===== config.mk =====
export PLATFORM = sky130hd
export DESIGN_NAME = contador_multicanal_flat
export DESIGN_NICKNAME = d
export VERILOG_FILES = /design/src/rtl/contador_pkg.sv /design/src/rtl/contador_multicanal_if.sv /design/src/rtl/contador_sat.sv /design/src/rtl/contador_multicanal.sv /design/src/flat_wrapper.sv
export SDC_FILE = /design/constraint.sdc
export NUM_CORES = 1
export LEC_CHECK = 0
export CORE_ASPECT_RATIO = 1.5
export CORE_MARGIN = 3
export CORE_UTILIZATION = 35
export DETAILED_ROUTE_END_ITERATION = 6
export SLEW_MARGIN = 0
export SYNTH_ARGS = -nofsm -noshare
export SYNTH_HDL_FRONTEND = slang
export SYNTH_SLANG_ARGS = --single-unit

===== constraint.sdc =====
create_clock -name clk -period 3.5 [get_ports clk]
set_input_delay 0.7 -clock clk [delete_from_list [all_inputs] [get_ports clk]]
set_output_delay 0.7 -clock clk [all_outputs]
set_load 0.03 [all_outputs]

===== src/rtl/contador_pkg.sv =====
// Shared types, default widths and the saturating-increment helper for the
// per-channel packet counter bank.
package contador_pkg;

    typedef enum logic {
        IDLE = 1'b0,
        ACK  = 1'b1
    } rd_state_e;

    localparam int unsigned N_CH_DEF   = 4;
    localparam int unsigned CNT_W_DEF  = 16;
    localparam int unsigned DATA_W_DEF = 12;

    // Increment v unless it already holds the all-ones value of a w-bit counter.
    function automatic logic [63:0] sat_inc(input logic [63:0] v, input int unsigned w);
        logic [63:0] top;
        top = (w >= 64) ? '1 : ((64'd1 << w) - 64'd1);
        return (v >= top) ? v : v + 64'd1;
    endfunction

endpackage


===== src/rtl/contador_multicanal_if.sv =====
// Read port of the counter bank: request/index in, acknowledge/count out.
interface contador_multicanal_if #(
    parameter int unsigned SEL_W = 2,
    parameter int unsigned CNT_W = 16
);
    logic             req;
    logic [SEL_W-1:0] idx;
    logic             ack;
    logic [CNT_W-1:0] cuenta;

    modport master (output req, output idx, input  ack, input  cuenta);
    modport slave  (input  req, input  idx, output ack, output cuenta);
endinterface


===== src/rtl/contador_sat.sv =====
// One saturating counter with synchronous clear, clear-on-read zeroing and a
// sticky flag that sets once the count reaches all-ones.
module contador_sat
    import contador_pkg::*;
#(
    parameter int unsigned W = CNT_W_DEF
) (
    input  logic         clk,
    input  logic         reset,
    input  logic         clr,
    input  logic         zero,
    input  logic         inc,
    output logic [W-1:0] q,
    output logic         sat
);

    logic [W-1:0] q_inc_c;

    assign q_inc_c = W'(sat_inc(64'(q), W));

    // zero restarts the count, keeping a same-edge increment as the first word
    always_ff @(posedge clk or negedge reset) begin
        if (!reset) begin
            q   <= '0;
            sat <= 1'b0;
        end else if (clr) begin
            q   <= '0;
            sat <= 1'b0;
        end else if (zero) begin
            q   <= W'(inc);
            sat <= 1'b0;
        end else if (inc) begin
            q <= q_inc_c;
            if (&q_inc_c) sat <= 1'b1;
        end
    end

endmodule


===== src/rtl/contador_multicanal.sv =====
// Per-channel saturating packet counter bank with a saturating grand total and
// a two-state request/acknowledge read port.
module contador_multicanal
    import contador_pkg::*;
#(
    parameter  int unsigned N_CH        = N_CH_DEF,
    parameter  int unsigned CNT_W       = CNT_W_DEF,
    parameter  int unsigned DATA_W      = DATA_W_DEF,
    parameter  int unsigned CLR_ON_READ = 0,
    localparam int unsigned SEL_W       = $clog2(N_CH)
) (
    input  logic                   clk,
    input  logic                   reset,
    input  logic                   valid_in,
    input  logic [DATA_W-1:0]      data_in,
    input  logic                   clr,
    contador_multicanal_if.slave   rd,
    output logic [CNT_W+SEL_W-1:0] cuenta_total,
    output logic [N_CH-1:0]        sat
);

    rd_state_e        state_q;
    rd_state_e        state_d;
    logic             start_c;
    logic [SEL_W-1:0] sel_c;
    logic [CNT_W-1:0] cnt [N_CH];
    logic             unused_data_c;
    logic             unused_tot_sat;

    assign sel_c         = data_in[SEL_W-1:0];
    assign unused_data_c = ^data_in;

    always_ff @(posedge clk or negedge reset) begin
        if (!reset) state_q <= IDLE;
        else        state_q <= state_d;
    end

    // A read starts from IDLE only, so back-to-back reads are two cycles apart.
    always_comb begin
        state_d = state_q;
        start_c = 1'b0;
        case (state_q)
            IDLE: begin
                if (rd.req) begin
                    state_d = ACK;
                    start_c = 1'b1;
                end
            end
            ACK: state_d = IDLE;
        endcase
    end

    // Snapshot uses the pre-edge count, so a same-edge increment is not seen.
    always_ff @(posedge clk or negedge reset) begin
        if (!reset) begin
            rd.ack    <= 1'b0;
            rd.cuenta <= '0;
        end else begin
            rd.ack <= start_c;
            if (start_c) rd.cuenta <= cnt[rd.idx];
        end
    end

    for (genvar c = 0; c < N_CH; c++) begin : g_ch
        logic inc_c;
        logic zero_c;

        assign inc_c  = valid_in && (sel_c == SEL_W'(c));
        assign zero_c = (CLR_ON_READ != 0) && start_c && (rd.idx == SEL_W'(c));

        contador_sat #(.W(CNT_W)) u_cnt (
            .clk   (clk),
            .reset (reset),
            .clr   (clr),
            .zero  (zero_c),
            .inc   (inc_c),
            .q     (cnt[c]),
            .sat   (sat[c])
        );
    end

    contador_sat #(.W(CNT_W + SEL_W)) u_total (
        .clk   (clk),
        .reset (reset),
        .clr   (clr),
        .zero  (1'b0),
        .inc   (valid_in),
        .q     (cuenta_total),
        .sat   (unused_tot_sat)
    );

endmodule


===== src/flat_wrapper.sv =====
// flat-port wrapper written by rule: the top's interface ports become plain ports
module contador_multicanal_flat import contador_pkg::*;
#(
    parameter  int unsigned N_CH        = N_CH_DEF,
    parameter  int unsigned CNT_W       = CNT_W_DEF,
    parameter  int unsigned DATA_W      = DATA_W_DEF,
    parameter  int unsigned CLR_ON_READ = 0,
    localparam int unsigned SEL_W       = $clog2(N_CH)
)
  (clk, reset, valid_in, data_in, clr, cuenta_total, sat, rd_req, rd_idx, rd_ack, rd_cuenta);
  contador_multicanal_if #(.SEL_W((2)), .CNT_W(CNT_W)) rd_i ();
  input  logic clk;
  input  logic reset;
  input  logic valid_in;
  input  logic [DATA_W-1:0] data_in;
  input  logic clr;
  output logic [CNT_W+SEL_W-1:0] cuenta_total;
  output logic [N_CH-1:0] sat;
  input wire logic [$bits(rd_i.req)-1:0] rd_req;
  input wire logic [$bits(rd_i.idx)-1:0] rd_idx;
  output wire logic [$bits(rd_i.ack)-1:0] rd_ack;
  output wire logic [$bits(rd_i.cuenta)-1:0] rd_cuenta;
  assign rd_i.req = rd_req;
  assign rd_i.idx = rd_idx;
  assign rd_ack = rd_i.ack;
  assign rd_cuenta = rd_i.cuenta;
  contador_multicanal #(.N_CH(N_CH), .CNT_W(CNT_W), .DATA_W(DATA_W), .CLR_ON_READ(CLR_ON_READ)) u_core (.clk(clk), .reset(reset), .valid_in(valid_in), .data_in(data_in), .clr(clr), .rd(rd_i), .cuenta_total(cuenta_total), .sat(sat));
endmodule

Yosys cells after proc, flatten, opt, wreduce, memory -nomap -nowiden
Index checks and enable logic that the tools add are counted.
Widths: inputs -> output; s select.
{"block": "totals", "register_bits": 104, "out_inout_bits": 39, "inputBits": 19, "word_cells": 85}
{"block": "classes", "n_eq_ne": 4, "n_lt_le_gt_ge": 6, "n_reduce_logical": 23, "muxes": 33, "n_bitwise": 2, "addsub": 5}
{"cell": "$mux 16", "n": 14}
{"cell": "$add 16x1->16 const B", "n": 4}
{"cell": "$ge 16x16->1 const B", "n": 4}
{"cell": "$reduce_and 16->1", "n": 4}
{"cell": "$mux 18", "n": 3}
{"cell": "$bmux 16 s2", "n": 1}
{"cell": "$add 18x1->18 const B", "n": 1}
{"cell": "$ge 18x18->1 const B", "n": 1}
{"cell": "$reduce_bool 2->1", "n": 9}
{"cell": "$mux 1", "n": 14}
{"cell": "$reduce_and 2->1", "n": 5}
{"cell": "$eq 2x2->1 const B", "n": 2}
{"cell": "$logic_and 1x1->1", "n": 4}
{"cell": "$ge 3x3->1 const B", "n": 1}
{"cell": "$not 2->3", "n": 1}
{"cell": "$eq 2x1->1 const B", "n": 1}
{"cell": "$logic_not 2->1", "n": 1}
{"cell": "$ne 2x2->1 const B", "n": 1}
{"cell": "$pmux 1 s2", "n": 1}
{"cell": "$not 1->1", "n": 1}

Longest topological paths before layout
Gate-level depths: netlist of run 1.
{"block": "logic_depth", "word_depth": 6, "mapped_depth": 9, "mapped_depth_nobuf": 7}

Cells and area by module
A second synthesis of run 1 with hierarchy kept.
{"block": "unflattened", "hier_cells": 765, "hier_area_um2": 7360.8}
{"mod": "contador_sat at u_core.g_ch[0].u_cnt ...", "cells_each": 140, "n_inst": 4, "area_each_um2": 1244.9, "seq_area_each_um2": 425.4}
{"mod": "contador_sat at u_core.u_total", "cells_each": 143, "n_inst": 1, "area_each_um2": 1265.0, "seq_area_each_um2": 475.5}
{"mod": "contador_multicanal", "cells_each": 62, "n_inst": 1, "area_each_um2": 1116.1, "seq_area_each_um2": 425.4}

Worst setup path after synthesis of run 1
No wires, ideal clock.
{"block": "synth_path", "path_type": "input -> register", "startpoint": "in valid_in", "endpoint": "reg u_core.g_ch[3].u_cnt.sat", "setup_time_ns": 0.101, "arrival_ns": 2.623, "stages": 7, "required_ns": 3.399, "slack_ns": 0.777, "path_buffers": 1, "path_cell_list": "buf_2 -> and3_2 -> o2111ai_1 -> or4_1 -> or4_1 -> or4_1 -> o32ai_1"}
{"block": "synth_via", "elab_chain_cells": 3}
{"element": "start, declared", "line": "flat_wrapper.sv:14", "source": "input logic valid_in;"}
{"element": "$logic_and 1x1->1", "line": "contador_multicanal.sv:68", "source": "assign inc_c = valid_in && (sel_c == SEL_W'(c));"}
{"element": "$reduce_bool 2->1 (no source line)"}
{"element": "$reduce_and 2->1 (no source line)"}
{"element": "end signal, assigned", "line": "contador_sat.sv:28", "source": "sat <= 1'b0;"}
{"element": "end signal, assigned", "line": "contador_sat.sv:31", "source": "sat <= 1'b0;"}
{"element": "end signal, assigned", "line": "contador_sat.sv:34", "source": "if (&q_inc_c) sat <= 1'b1;"}
{"element": "end, declared", "line": "contador_sat.sv:14", "source": "output logic sat"}
Every way passes these cells.
A chain may end at the register's enable or synchronous reset.

Final worst setup path of run 1
{"block": "layout_path", "startpoint": "reg u_core.g_ch[3].u_cnt.q[0]", "endpoint": "reg u_core.g_ch[3].u_cnt.sat"}
{"block": "layout_via", "elab_chain_cells": 5, "elab_cells_between_ends": 6, "classes_between": "add/sub: 1; order compare: 1; mux: 1; reduce/logical: 3"}
{"element": "start, declared", "line": "contador_sat.sv:13", "source": "output logic [W-1:0] q,"}
{"element": "start signal, assigned", "line": "contador_sat.sv:30", "source": "q <= W'(inc);"}
{"element": "start signal, assigned", "line": "contador_sat.sv:33", "source": "q <= q_inc_c;"}
{"element": "$add 16x1->16 or $ge 16x16->1 (tied branches)", "line": "contador_pkg.sv:18", "source": "return (v >= top) ? v : v + 64'd1;"}
{"element": "$mux 16 *", "line": "contador_pkg.sv:18"}
{"element": "$reduce_and 16->1 *", "line": "contador_sat.sv:34"}
{"element": "$reduce_bool 2->1 (no source line) *"}
{"element": "$reduce_and 2->1 (no source line) *"}
Every way passes the cells marked *; elsewhere a longest branch is shown, timed or not.

==> metrics, run 1 <==
status finished, final reports clean; fraction of layout cells with a size suffix above 1 0.09807; first-pass GRT wire length 29680 um; DRT Pass-1 Iters 5; Seq cells post-synth between 100 and 150; via count 5482; count leader, synth dfrtp_1; # resized after CTS 0; height of the die 171.3 um; io pins 58; Starting DRT DRC Count 359; Via density roughly 6; Netlist cell types 59; Top FF cell, synth dfrtp_1; nets approximately 740; final period utilization 0.9052; Worst setup SP type flop; n_diodes 0; # clock sinks 103; worst min path class input pin to asynchronous set/reset pin; Routed Antenna Nets 0; initial core utilization 0.3613; gr usage total 0.1928; Die ar. 19900 um^2; final setup TNS 0 ns; Reg clk slew, reported paths around 0.07 ns; EDFF count, synth 0; Max FO, Critical Path 9; H-tree depth 3; Max Freq 315.7 MHz; final hold vios 0; Pleak 2.857 nW; Post-Syn Area per Cell roughly 9 um^2; DR WL/cell between 15 and 20 um; Final Max Tran Viols 0; area leader, netlist dfrtp_1; site row count 59; max-cap violation count 0; hold_buf cts 0; Post-CTS Setup Repair Bufs 0; vias in the first global route 5443; Syn. warnings 0; commonest cells in the synthesized netlist dfrtp_1 (103), nor2_1 (98), nand2_1 (60); sequential fraction of the synthesis area 0.4044; Synth top area share 0.4044; residual overflow from global routing 0; cell area after synthesis about 6400 um^2; RD Place Congestion roughly 0.99; Worst Path Required roughly 3.8 ns; unrepaired setup endpoints after global routing false; Arrival @ worst endpoint between 3 and 4 ns; fillers roughly 1700; initial antenna violation count 0; # port buffers 47; Async SR Flop Fraction 1.000; Worst setup EP type flop; Layout Skew around 0.011 ns; Crit Path Class flop to flop; Root Buffer clkbuf_16; worst-case headroom to the max-slew limit 0.4758; # DRC 0; syn nets just over 700; largest net degree at the start of global routing 53; PD cells 331.1 nW/um^2; Area growth syn-to-layout 14.59%; CTS tree built; die span in x 116.2 um; peak supply drop about 0.18 mV; Clock Path Buffers 2; Final Util 0.4139; final setup fails 0; Tmin final approximately 3.2 ns; Worst-Margin Slew 0.7839 ns; Syn Inst Count 690; Clock Latency Late Sink 0.36 ns; DP HPWL ~14000 um; final wirelength roughly 18000 um; Core Box Area around 18000 um^2; Num CTS Buffers 9; largest cells by area after synthesis dfrtp_1 (40%), nor2_1 (5.8%), mux4_2 (5.3%)
## routing by layer
metal / routed length [um] / global-route usage / vias to the layer above / share of wire
met2: 9785 / 0.3425 / 190 / 0.53
met4: 692 / 0.09137 / 0 / 0.038
met5: 0 / 0 / - / 0
met1: 7293 / 0.2251 / 2699 / 0.40
met3: 677 / 0.02886 / 44 / 0.037
li1: - / - / 2549 / -
## flip-flops by register name, indices dropped and copies added, names as in the netlist
| register | cells |
|---|---|
| u_core.g_ch.u_cnt.q | 64 |
| u_core.g_ch.u_cnt.sat | 4 |
| u_core.rd.ack | 1 |
| u_core.rd.cuenta | 16 |
| u_core.u_total.q | 18 |
## placed cells by master, fill, tap and decap left out, drive strengths merged, types with 16 or more instances in the layout
cell and instances:
a21oi 27, buf 18, clkdlybuf4s50 45, dfrtp 103, mux2 16, mux4 16
nand2 60, nand3 43, nand4 20, nor2 98, nor3 22, o21ai 21
xnor2 32, xor2 30
## cell type report
type | instances | area, um^2 | area share
multi-input cells | 533 | 3520 | 0.4819
flip-flops and latches | 103 | 2577 | 0.3529
clock inverters | 4 | 53.80 | 0.007367
repair buffers | 63 | 595.6 | 0.08155
clock buffers | 12 | 256.5 | 0.03512
inverters | 9 | 33.78 | 0.004626
well taps | 213 | 266.5 | 0.03649
## critical path, stage by stage (launching register included)
cell     delay [ns]
dfrtp_1        0.56
ha_1           0.34
and3_1         0.39
a31oi_1        0.12
or4_1          0.50
or4_1          0.53
or4_1          0.40
o32ai_1        0.23
## cell families after synthesis
family | count (synthesis) | share of synthesized area
adder cells (fa/ha/maj) | 5 | 0.009815
XOR/XNOR | 62 | 0.08520
buffers and inverters | 54 | 0.04338
flip-flops | 103 | 0.4044
AO/OA/AOI/OAI | 101 | 0.1048
multiplexers | 43 | 0.1027
AND/OR/NAND/NOR | 322 | 0.2497
## report_power, final
| group | switching (mW) | total (mW) | internal [mW] |
|---|---|---|---|
| clock | 0.452 | 1.05 | 0.595 |
| sequential | 0.0158 | 1.21 | 1.20 |
| combinational | 0.102 | 0.156 | 0.0544 |
## metrics by stage
stage	hold slack (ns)	cells	setup slack (ns)	cell area [um^2]	total power [mW]
after floorplan	0.4044	690	0.7767	6374	1.315
after detailed placement	0.4733	921	0.2418	6993	1.397
final	0.3967	937	0.3320	7303	2.418
after global placement	0.4746	921	0.1878	6993	1.394
after CTS	0.4223	937	0.4007	7303	2.459
after global routing	0.4463	937	0.2123	7303	2.520
## final timing paths
path,from,endpoint,slack (ns),cells after the start
max in group asynchronous,reset,u_core.g_ch[0].u_cnt.q[14]$_DFFE_PN0P_,2.39,2
min in group clk,u_core.g_ch[2].u_cnt.sat$_DFFE_PN0P_,u_core.g_ch[2].u_cnt.sat$_DFFE_PN0P_,0.49,2
hold reg to reg,u_core.g_ch[2].u_cnt.sat$_DFFE_PN0P_,u_core.g_ch[2].u_cnt.sat$_DFFE_PN0P_,0.49,2
setup reg to reg,u_core.g_ch[3].u_cnt.q[0]$_DFFE_PN0P_,u_core.g_ch[3].u_cnt.sat$_DFFE_PN0P_,0.33,7
setup / recovery,u_core.g_ch[3].u_cnt.q[0]$_DFFE_PN0P_,u_core.g_ch[3].u_cnt.sat$_DFFE_PN0P_,0.33,7
hold / removal,reset,u_core.g_ch[1].u_cnt.q[0]$_DFFE_PN0P_,0.40,1
Note: power is estimated with default switching activity, not from simulation.
==> run 2, diff against run 1 <==
Settings changed: ABC_CLOCK_PERIOD_IN_PS from default to 3500, CTS_BUF_LIST from default to sky130_fd_sc_hd__clkbuf_8, GPL_TIMING_DRIVEN from default to 0.
==> metrics, run 2 (synthesis results as in run 1) <==
status finished, final reports clean (unchanged); PD cells 282.1 nW/um^2 (was 331.1 nW/um^2); # resized after CTS 0 (unchanged); Clock Latency Late Sink 0.39 ns (was 0.36 ns); # clock sinks 103 (unchanged); DRT Pass-1 Iters 5 (unchanged); height of the die 171.3 um (unchanged); final setup fails 0 (unchanged); peak supply drop 0.1437 mV (was 0.1820 mV); Worst setup SP type flop (unchanged); initial antenna violation count 0 (unchanged); final setup TNS 0 ns (unchanged); Max FO, Critical Path 9 (unchanged); CTS tree built (unchanged); first-pass GRT wire length 29020 um (was 29680 um); Biggest register u_core.g_ch.u_cnt.q (unchanged); most frequent cells in the layout dfrtp_1 (103), nor2_1 (98), nand2_1 (60) (unchanged); final instance area 7267 um^2 (was 7303 um^2); nets 770 (was 743); Final Util 0.4119 (was 0.4139); Pleak 2.831 nW (was 2.857 nW); # DRC 0 (unchanged); worst min path class input pin to asynchronous set/reset pin (unchanged); io pins 58 (unchanged); Worst Path Required 3.78 ns (was 3.76 ns); Post-CTS Setup Repair Bufs 0 (unchanged); Routed Antenna Nets 0 (unchanged); via count 5447 (was 5482); Max Freq 318.1 MHz (was 315.7 MHz); site row count 59 (unchanged); vias in the first global route 5359 (was 5443); Root Buffer clkbuf_8 (was clkbuf_16); Reg clk slew, reported paths 0.09 ns (was 0.07 ns); Core Box Area 17640 um^2 (unchanged); final hold vios 0 (unchanged); Via density 5.662 (was 5.851); DR WL/cell 18.32 um (was 19.69 um); largest net degree at the start of global routing 68 (was 53); # port buffers 44 (was 47); H-tree depth 3 (unchanged); Die ar. 19900 um^2 (unchanged); max-cap violation count 0 (unchanged); Largest regs u_core.g_ch.u_cnt.q (64), u_core.u_total.q (18), u_core.rd.cuenta (16) (unchanged); Clock Path Buffers 2 (unchanged); unrepaired setup endpoints after global routing false (unchanged); Layout Skew 0.02333 ns (was 0.01119 ns); most common cell after layout, fill and taps aside dfrtp_1 (unchanged); die span in x 116.2 um (unchanged); hold_buf cts 0 (unchanged); fraction of layout cells with a size suffix above 1 0.08945 (was 0.09807); RD Place Congestion 0.9653 (was 0.9915); Crit Path Class flop to flop (unchanged); DP HPWL 13190 um (was 13530 um); DP Area 7106 um^2 (was 6993 um^2); final period utilization 0.8981 (was 0.9052); Final Max Tran Viols 0 (unchanged); initial core utilization 0.3613 (unchanged); final wirelength 17620 um (was 18450 um); Pwr Total 2.050 mW (was 2.418 mW); n_diodes 0 (unchanged); Arrival @ worst endpoint 3.42 ns (was 3.43 ns); fillers 1764 (was 1743); Starting DRT DRC Count 304 (was 359); worst-case headroom to the max-slew limit 0.3195 (was 0.4758); gr usage total 0.1883 (was 0.1928); Num CTS Buffers 9 (unchanged); Worst-Margin Slew 1.019 ns (was 0.7839 ns); max reg flops 64 (unchanged); Area growth syn-to-layout 14.02% (was 14.59%); Tmin final 3.143 ns (was 3.168 ns); Worst setup EP type flop (unchanged); residual overflow from global routing 0 (unchanged)
==> run 2: cell count changes in the layout (fill, tap and decap cells not counted) <==
cell             before  now
buf_12                1    0
clkdlybuf4s50_1      45   43
buf_6                 0    5
buf_16                0    1
clkdlybuf4s50_2       0    1
clkbuf_16             9    0
buf_1                 0    2
clkbuf_8              2   10
dlygate4sd1_1         0    1
clkbuf_1              1   29
clkinv_2              0    3
bufinv_16             1    0
buf_4                16    7
clkinvlp_4            2    0
==> run 2: worst max-delay path, stage by stage (launching register included) <==
cell and delay (ns):
dfrtp_1 0.55, ha_1 0.36, and3_1 0.20, buf_6 0.13, a31oi_1 0.07, or4_1 0.52, or4_1 0.52, or4_1 0.42
o32ai_1 0.26
==> run 2: worst paths after layout <==
kind,from,to,slack [ns],depth (start not counted)
min in group clk,u_core.g_ch[2].u_cnt.sat$_DFFE_PN0P_,u_core.g_ch[2].u_cnt.sat$_DFFE_PN0P_,0.50,2
worst min register to register,u_core.g_ch[2].u_cnt.sat$_DFFE_PN0P_,u_core.g_ch[2].u_cnt.sat$_DFFE_PN0P_,0.50,2
worst max register to register,u_core.g_ch[3].u_cnt.q[1]$_DFFE_PN0P_,u_core.g_ch[3].u_cnt.sat$_DFFE_PN0P_,0.36,8
worst min-delay path,reset,u_core.rd.cuenta[2]$_DFFE_PN0P_,0.28,1
max in group asynchronous,reset,u_core.g_ch[0].u_cnt.q[12]$_DFFE_PN0P_,2.50,2
worst max-delay path,u_core.g_ch[3].u_cnt.q[1]$_DFFE_PN0P_,u_core.g_ch[3].u_cnt.sat$_DFFE_PN0P_,0.36,8
==> run 2: area by class of cell <==
| cell class | count | area (um^2) | share of cell area |
|---|---|---|---|
| Sequential cell | 103 | 2577 | 0.3547 |
| Multi-Input combinational cell | 533 | 3520 | 0.4843 |
| Inverter | 9 | 33.78 | 0.004649 |
| Clock buffer | 10 | 137.6 | 0.01894 |
| Tap cell | 213 | 266.5 | 0.03667 |
| Buffer | 45 | 242.7 | 0.03340 |
| Timing Repair Buffer | 45 | 465.4 | 0.06405 |
| Clock inverter | 4 | 23.77 | 0.003271 |
==> run 2: report_power, final <==
group	switching (mW)	total, mW	internal (mW)	leakage (nW)
registers	0.0107	1.21	1.20	1.43
logic	0.106	0.158	0.0516	1.31
clock network	0.416	0.684	0.268	0.0877
total	0.532	2.05	1.52	2.83
==> run 2: metal layers <==
| metal | up-vias | track usage | share of wire |
|---|---|---|---|
| li1 | 2598 | - | - |
| met1 | 2686 | 0.2329 | 0.42 |
| met4 | 0 | 0.08783 | 0.032 |
| met3 | 30 | 0.01901 | 0.027 |
| met2 | 133 | 0.3270 | 0.52 |
| met5 | - | 0 | 0 |
==> run 2: metrics by stage <==
step | setup WS, ns | hold slack (ns) | std cells
2_1_floorplan | 0.7767 | 0.4044 | 690
3_3_place_gp | -2.471 | 0.4805 | 947
3_5_place_dp | 0.05544 | 0.4760 | 948
4_1_cts | 0.3496 | 0.2820 | 962
5_1_grt | 0.2587 | 0.3123 | 962
6_report | 0.3566 | 0.2823 | 962
